File: src/rtl/pil_cpu_core.sv
// Second-generation programmable state machine core: 8-bit opcodes on DW-bit
// registers, call/return stack, req/ack data bus, run gate and fault reporting.
module pil_cpu_core #(
  parameter int unsigned DW  = 8,
  parameter int unsigned PAW = 8,
  parameter int unsigned DAW = 8,
  parameter int unsigned SD  = 4
) (
  input  logic           clk,
  input  logic           rst,
  input  logic           run,
  output logic [PAW-1:0] imem_addr,
  input  logic [7:0]     imem_rdata,
  output logic           dmem_req,
  output logic           dmem_we,
  output logic [DAW-1:0] dmem_addr,
  output logic [DW-1:0]  dmem_wdata,
  input  logic           dmem_ack,
  input  logic [DW-1:0]  dmem_rdata,
  input  logic [1:0]     dbg_sel,
  output logic [DW-1:0]  dbg_reg,
  output logic [PAW-1:0] dbg_pc,
  output logic [7:0]     dbg_ir,
  output logic [2:0]     flags,
  output logic           halted,
  output logic [1:0]     fault
);

  localparam int unsigned SPW = $clog2(SD + 1);
  localparam int unsigned SIW = (SD > 1) ? $clog2(SD) : 1;
  localparam int unsigned SN  = 1 << SIW;

  localparam logic [2:0] OP_MOV = 3'b000;
  localparam logic [2:0] OP_ADD = 3'b001;
  localparam logic [2:0] OP_JMP = 3'b010;
  localparam logic [2:0] OP_SUB = 3'b011;
  localparam logic [2:0] OP_IDC = 3'b100;
  localparam logic [2:0] OP_MEM = 3'b101;
  localparam logic [2:0] OP_SHR = 3'b110;
  localparam logic [2:0] OP_SHL = 3'b111;

  typedef enum logic [2:0] {
    S_FETCH, S_DECODE, S_EXEC, S_TARGET, S_JEXEC, S_MEM, S_HALT
  } state_t;

  state_t         state;
  logic [PAW-1:0] pc;
  logic [7:0]     ir;
  logic [DW-1:0]  r [4];
  logic [PAW-1:0] stk [SN];
  logic [SPW-1:0] sp;

  logic [1:0]     dd, ss, dec_dd, dec_ss;
  logic [DW:0]    ext;
  logic [DW-1:0]  alu_res;
  logic           alu_c, alu_wr, alu_cwr, alu_z, alu_s;
  logic           is_ret, cond_ok, ld_z, ld_s;
  logic [DW-1:0]  dec_ptr;

  assign dd        = ir[3:2];
  assign ss        = ir[1:0];
  assign dec_dd    = imem_rdata[3:2];
  assign dec_ss    = imem_rdata[1:0];
  assign dec_ptr   = imem_rdata[4] ? r[dec_dd] : r[dec_ss];
  assign is_ret    = (ir == 8'hF0);
  assign alu_z     = (alu_res == '0);
  assign alu_s     = alu_res[DW-1];
  assign ld_z      = (dmem_rdata == '0);
  assign ld_s      = dmem_rdata[DW-1];

  assign imem_addr = pc;
  assign dbg_pc    = pc;
  assign dbg_ir    = ir;
  assign dbg_reg   = r[dbg_sel];

  // Register-to-register ALU result for the instruction held in ir
  always_comb begin
    ext     = '0;
    alu_res = '0;
    alu_c   = flags[0];
    alu_wr  = 1'b0;
    alu_cwr = 1'b0;
    case (ir[7:5])
      OP_MOV: begin
        alu_res = r[ss];
        alu_wr  = 1'b1;
      end
      OP_ADD: begin
        ext     = {1'b0, r[dd]} + {1'b0, r[ss]};
        alu_res = ext[DW-1:0];
        alu_c   = ext[DW];
        alu_wr  = 1'b1;
        alu_cwr = 1'b1;
      end
      OP_SUB: begin
        ext     = {1'b0, r[dd]} - {1'b0, r[ss]};
        alu_res = ext[DW-1:0];
        alu_c   = ext[DW];
        alu_wr  = 1'b1;
        alu_cwr = 1'b1;
      end
      OP_IDC: begin
        if (ir[4]) ext = {1'b0, r[dd]} - {{DW{1'b0}}, 1'b1};
        else       ext = {1'b0, r[dd]} + {{DW{1'b0}}, 1'b1};
        alu_res = ext[DW-1:0];
        alu_c   = ext[DW];
        alu_wr  = 1'b1;
        alu_cwr = 1'b1;
      end
      OP_SHR: begin
        alu_res = r[ss] >> 1;
        alu_c   = r[ss][0];
        alu_wr  = 1'b1;
        alu_cwr = 1'b1;
      end
      OP_SHL: begin
        if (!ir[4]) begin
          alu_res = r[ss] << 1;
          alu_c   = r[ss][DW-1];
          alu_wr  = 1'b1;
          alu_cwr = 1'b1;
        end
      end
      default: ;
    endcase
  end

  // Jump condition select: always, C, Z, S
  always_comb begin
    cond_ok = 1'b1;
    case (ir[4:3])
      2'b01:   cond_ok = flags[0];
      2'b10:   cond_ok = flags[2];
      2'b11:   cond_ok = flags[1];
      default: cond_ok = 1'b1;
    endcase
  end

  always_ff @(posedge clk) begin
    if (rst) begin
      state      <= S_FETCH;
      pc         <= '0;
      ir         <= '0;
      for (int i = 0; i < 4; i++) r[i] <= '0;
      flags      <= '0;
      sp         <= '0;
      fault      <= 2'b00;
      halted     <= 1'b0;
      dmem_req   <= 1'b0;
      dmem_we    <= 1'b0;
      dmem_addr  <= '0;
      dmem_wdata <= '0;
    end else begin
      case (state)
        S_FETCH: if (run) state <= S_DECODE;
        S_DECODE: begin
          ir <= imem_rdata;
          pc <= pc + PAW'(1);
          if (imem_rdata == 8'hFF) begin
            halted <= 1'b1;
            state  <= S_HALT;
          end else if (imem_rdata[7:5] == OP_JMP) begin
            state <= S_TARGET;
          end else if (imem_rdata[7:5] == OP_MEM) begin
            dmem_req   <= 1'b1;
            dmem_we    <= imem_rdata[4];
            dmem_addr  <= DAW'(dec_ptr);
            dmem_wdata <= r[dec_ss];
            state      <= S_MEM;
          end else begin
            state <= S_EXEC;
          end
        end
        S_EXEC: begin
          state <= S_FETCH;
          if (is_ret) begin
            if (sp == '0) begin
              fault  <= 2'b10;
              halted <= 1'b1;
              state  <= S_HALT;
            end else begin
              pc <= stk[SIW'(sp - SPW'(1))];
              sp <= sp - SPW'(1);
            end
          end else if (alu_wr) begin
            r[dd] <= alu_res;
            flags <= {alu_z, alu_s, alu_cwr ? alu_c : flags[0]};
          end
        end
        S_TARGET: state <= S_JEXEC;
        S_JEXEC: begin
          state <= S_FETCH;
          if (!cond_ok) begin
            pc <= pc + PAW'(1);
          end else if (!ir[2]) begin
            pc <= PAW'(imem_rdata);
          end else if (sp == SPW'(SD)) begin
            // Full stack: refuse the call and park the core
            fault  <= 2'b01;
            halted <= 1'b1;
            state  <= S_HALT;
          end else begin
            stk[sp[SIW-1:0]] <= pc + PAW'(1);
            sp               <= sp + SPW'(1);
            pc               <= PAW'(imem_rdata);
          end
        end
        S_MEM: begin
          if (dmem_ack) begin
            dmem_req <= 1'b0;
            dmem_we  <= 1'b0;
            if (!dmem_we) begin
              r[dd]      <= dmem_rdata;
              flags[2:1] <= {ld_z, ld_s};
            end
            state <= S_FETCH;
          end
        end
        S_HALT: ;
        default: state <= S_FETCH;
      endcase
    end
  end

endmodule

File: config.mk
export PLATFORM = sky130hd
export DESIGN_NAME = pil_cpu_core
export DESIGN_NICKNAME = d
export VERILOG_FILES = /design/src/rtl/pil_cpu_core.sv
export SDC_FILE = /design/constraint.sdc
export NUM_CORES = 1
export LEC_CHECK = 0
export BUFFER_PORTS_ARGS = -buffer_cell sky130_fd_sc_hd__buf_2
export CAP_MARGIN = 10
export CORE_UTILIZATION = 55
export CTS_CLUSTER_SIZE = 8
export DETAILED_ROUTE_END_ITERATION = 12
export GPL_ROUTABILITY_DRIVEN = 0
export GPL_TIMING_DRIVEN = 0
export PLACE_DENSITY = 0.85
export SETUP_SLACK_MARGIN = 0.05
export SLEW_MARGIN = 20
export SYNTH_ARGS = -nofsm -noshare
export SYNTH_HDL_FRONTEND = slang
export SYNTH_SLANG_ARGS = --single-unit
export TNS_END_PERCENT = 50
File: constraint.sdc
create_clock -name clk -period 9.4 [get_ports clk]
set_input_delay 0.47 -clock clk [delete_from_list [all_inputs] [get_ports clk]]
set_output_delay 0.47 -clock clk [all_outputs]
set_load 0.05 [all_outputs]
==> out/results.md <==
## Logic synthesis
- Synth cell types: 71
- cell taking the most area after synthesis: sky130_fd_sc_hd__edfxtp_1
- number of synthesized register bits: 114
- number of synthesized flops with an enable pin: 64
- sequential fraction of the synthesis area: 39.7%
- Most used DFF post-synth: sky130_fd_sc_hd__edfxtp_1
- share of flip-flops with an asynchronous set or reset: 0%
- net count of the mapped netlist: 758
- Yosys top cell area share: 26.1%
- cells taking the most area after synthesis: sky130_fd_sc_hd__edfxtp_1, sky130_fd_sc_hd__mux4_2, sky130_fd_sc_hd__dfxtp_1, sky130_fd_sc_hd__ha_1, sky130_fd_sc_hd__a21oi_1
- Synth Cell Area: 0.00736 sq mm
- number of warnings reported in the yosys synthesis log: 0
- post-synthesis cell count: 703
- mean cell area of the mapped netlist: 10.5 sq um

## STA
- # setup viols final: 0
- Final Cycle Share: 42.9%
- PnR worst setup slack: 5.37 ns
- worst-margin pin slew: 0.918 ns
- total negative slack: 0 ns
- Slew Limit Headroom: 38.5%
- crit path time final: 4.03 ns
- RSZ-0062 raised after global routing: no
- achievable frequency: 248 MHz
- count of final hold-check violations: 0
- Final Max Slew Viols: 0
- skew final: 0.00688 ns

## Final layout
- Post-Layout Cell Count: 981
- Area Growth Syn to Fin: 15.6%
- Net count, final: 851
- most frequent cells in the layout: sky130_fd_sc_hd__buf_2, sky130_fd_sc_hd__nand2_1, sky130_fd_sc_hd__nor2_1
- number of antenna diodes: 0
- final core utilization: 66.3%
- cell area after layout: 0.00850 sq mm
- ratio of cells with drive above 1 in the final layout: 23.0%
- leading cell type in the layout, fill and taps excluded: sky130_fd_sc_hd__buf_2

## Route
- Residual DRC: 0
- number of search-and-repair iterations in the first detailed-routing pass: 5
- total via count after detailed routing: 6463
- total detailed-routing wirelength: 21.4 mm
- 1st-iter DRT viols: 789
- via/cell ratio: 6.59
- routed length per placed instance: 21.8 microns
- count of antenna-violating nets left after detailed routing: 0

## Job
- max-capacitance violation count: 0

## Pwr
- internal power component: 1110 uW
- proportion of power drawn by the clock network: 36.1%
- part of the power in registers: 35.3%
- worst ir drop on vdd: 0.146 mV
- pwr/cell area: 197 mW/mm^2
- Switching Power: 570 uW
- share of total power in combinational logic: 28.6%
- leakage power total: 0.00324 uW
- net switching share of the total power: 34.0%

## Floorplanning
- horizontal extent of the die: 118 microns
- chip height: 118 microns
- number of cell rows: 41
- Die Outline Area: 0.0138 sq mm
- starting utilization of the core area: 57.4%
- area of the core: 0.0128 sq mm
- number of I/O pins: 78

## Global route
- pin count of the biggest net entering global routing: 17
- wire length of the first global-routing pass: 34.0 mm
- remaining global-route overflow: 0
- GRT Total Usage: 32.2%
- vias in the first global route: 6309
- initial antenna violation count: 0

## Hold path
- kind of path behind the tightest hold check: input port to register

## Clock network
- clock tree sinks: 114
- number of cells upsized or downsized after cts: 0
- post-CTS setup buffers: 0
- H-Tree Level Count: 4
- register clock-pin slew on the reported worst setup and hold paths: 0.05 ns
- TritonCTS clock tree: built
- clock latency of the later-clocked register in the worst-skew pair: 0.42 ns
- hold_buf cts: 0
- cell at the root of the clock tree: sky130_fd_sc_hd__clkbuf_16
- number of clock buffers inserted by TritonCTS: 17
- maximum buffer depth of the clock tree: 2

## Status
- run status: finished, final reports clean

## Critical path
- Worst setup EP type: register
- WP data arrival: 4.16 ns
- critical path start-end classification: register to register
- required time at the worst-slack endpoint: 9.53 ns
- Worst Setup Start Kind: register
- critical-path maximum fanout: 8

## Place
- Post-Place Setup Slack: 5.48 ns
- number of instances in the placed design: 949
- Placed Area: 0.00794 sq mm
- number of buffers added on ports: 74
- estimated wirelength of the detail-placed design: 14.9 mm

## power groups by stage
stage / Combinational, uW / Clock, uW / Sequential [uW]
global placement: 457 / 0 / 598
floorplan: 315 / 0 / 640
CTS: 472 / 605 / 591
global route: 514 / 627 / 596
detailed placement: 467 / 0 / 600
finish: 480 / 606 / 593
## cells in the mapped netlist (all sizes together), types with 8 or more instances
| cell type | instances |
|---|---|
| nand2b | 16 |
| inv | 34 |
| nand3 | 10 |
| o21ai | 19 |
| a21oi | 55 |
| dfxtp | 50 |
| nor3 | 16 |
| edfxtp | 64 |
| a22oi | 19 |
| buf | 20 |
| nand2 | 70 |
| clkbuf | 31 |
| and3 | 8 |
| mux2i | 12 |
| mux4 | 48 |
| nor2 | 69 |
| a211oi | 17 |
| xnor2 | 9 |
| ha | 30 |
## registers in the layout, indices dropped and copies added, names as in the netlist, 2 cells and up, named ones only
| signal | cells |
|---|---|
| dbg_pc | 8 |
| state | 3 |
| stk | 32 |
| fault | 2 |
| flags | 3 |
| dmem_addr | 8 |
| sp | 3 |
| r | 32 |
| dmem_wdata | 8 |
| dbg_ir | 8 |
## path summary, 6_finish.rpt
check / startpoint / end / slack, ns / cells after the start
max: register / r[2][6] / 5.37 / 12
max reg2reg: register / r[2][6] / 5.37 / 12
min reg2reg: dmem_wdata[4] / dmem_wdata[4] / 0.45 / 2
min: run / state[0] / 0.35 / 3
## routing by layer
metal  GRT usage, %  vias to the layer above  share of wire, %
met5              0                        -                 0
met4           15.5                        0               3.6
met3           8.77                       79                12
met2           50.3                      464                47
met1           41.3                     3077                38
li1               -                     2843                 -
## critical path: stages, from the launching register on
cell and delay [ns]:
sky130_fd_sc_hd__dfxtp_1 0.30, sky130_fd_sc_hd__clkbuf_1 0.50, sky130_fd_sc_hd__mux4_2 0.45, sky130_fd_sc_hd__inv_1 0.12, sky130_fd_sc_hd__ha_1 0.21, sky130_fd_sc_hd__fa_1 0.40, sky130_fd_sc_hd__nand2b_1 0.19, sky130_fd_sc_hd__a211oi_1 0.39
sky130_fd_sc_hd__mux2i_1 0.17, sky130_fd_sc_hd__nor3_1 0.22, sky130_fd_sc_hd__nand4_1 0.19, sky130_fd_sc_hd__a22oi_1 0.50, sky130_fd_sc_hd__nor2_1 0.10
## kinds of logic after synthesis
kind of cell	Yosys count	share of synthesized area, %
multiplexers	60	16.3
adder cells (fa/ha/maj)	33	5.92
flip-flops	114	39.7
AO/OA/AOI/OAI	164	15.9
XOR/XNOR	15	1.79
AND/OR/NAND/NOR	232	15.3
buffers and inverters	85	5.03
## final cells by class
class                           instances  area (sq um)
Tap cell                              172           215
Clock buffer                           28           538
Inverter                               34           128
Timing Repair Buffer                   74           370
Buffer                                 51           243
Sequential cell                       114          2920
Clock inverter                          4          21.3
Multi-Input combinational cell        504          4060
Fill cell                             951          4320
## per-stage QoR
step | hold WS (ns) | power, uW
floorplan | 0.507 | 954
global placement | 0.434 | 1060
detailed placement | 0.445 | 1070
CTS | 0.342 | 1670
global route | 0.381 | 1740
finish | 0.352 | 1680
No activity file was read; power rests on OpenSTA's default activity.
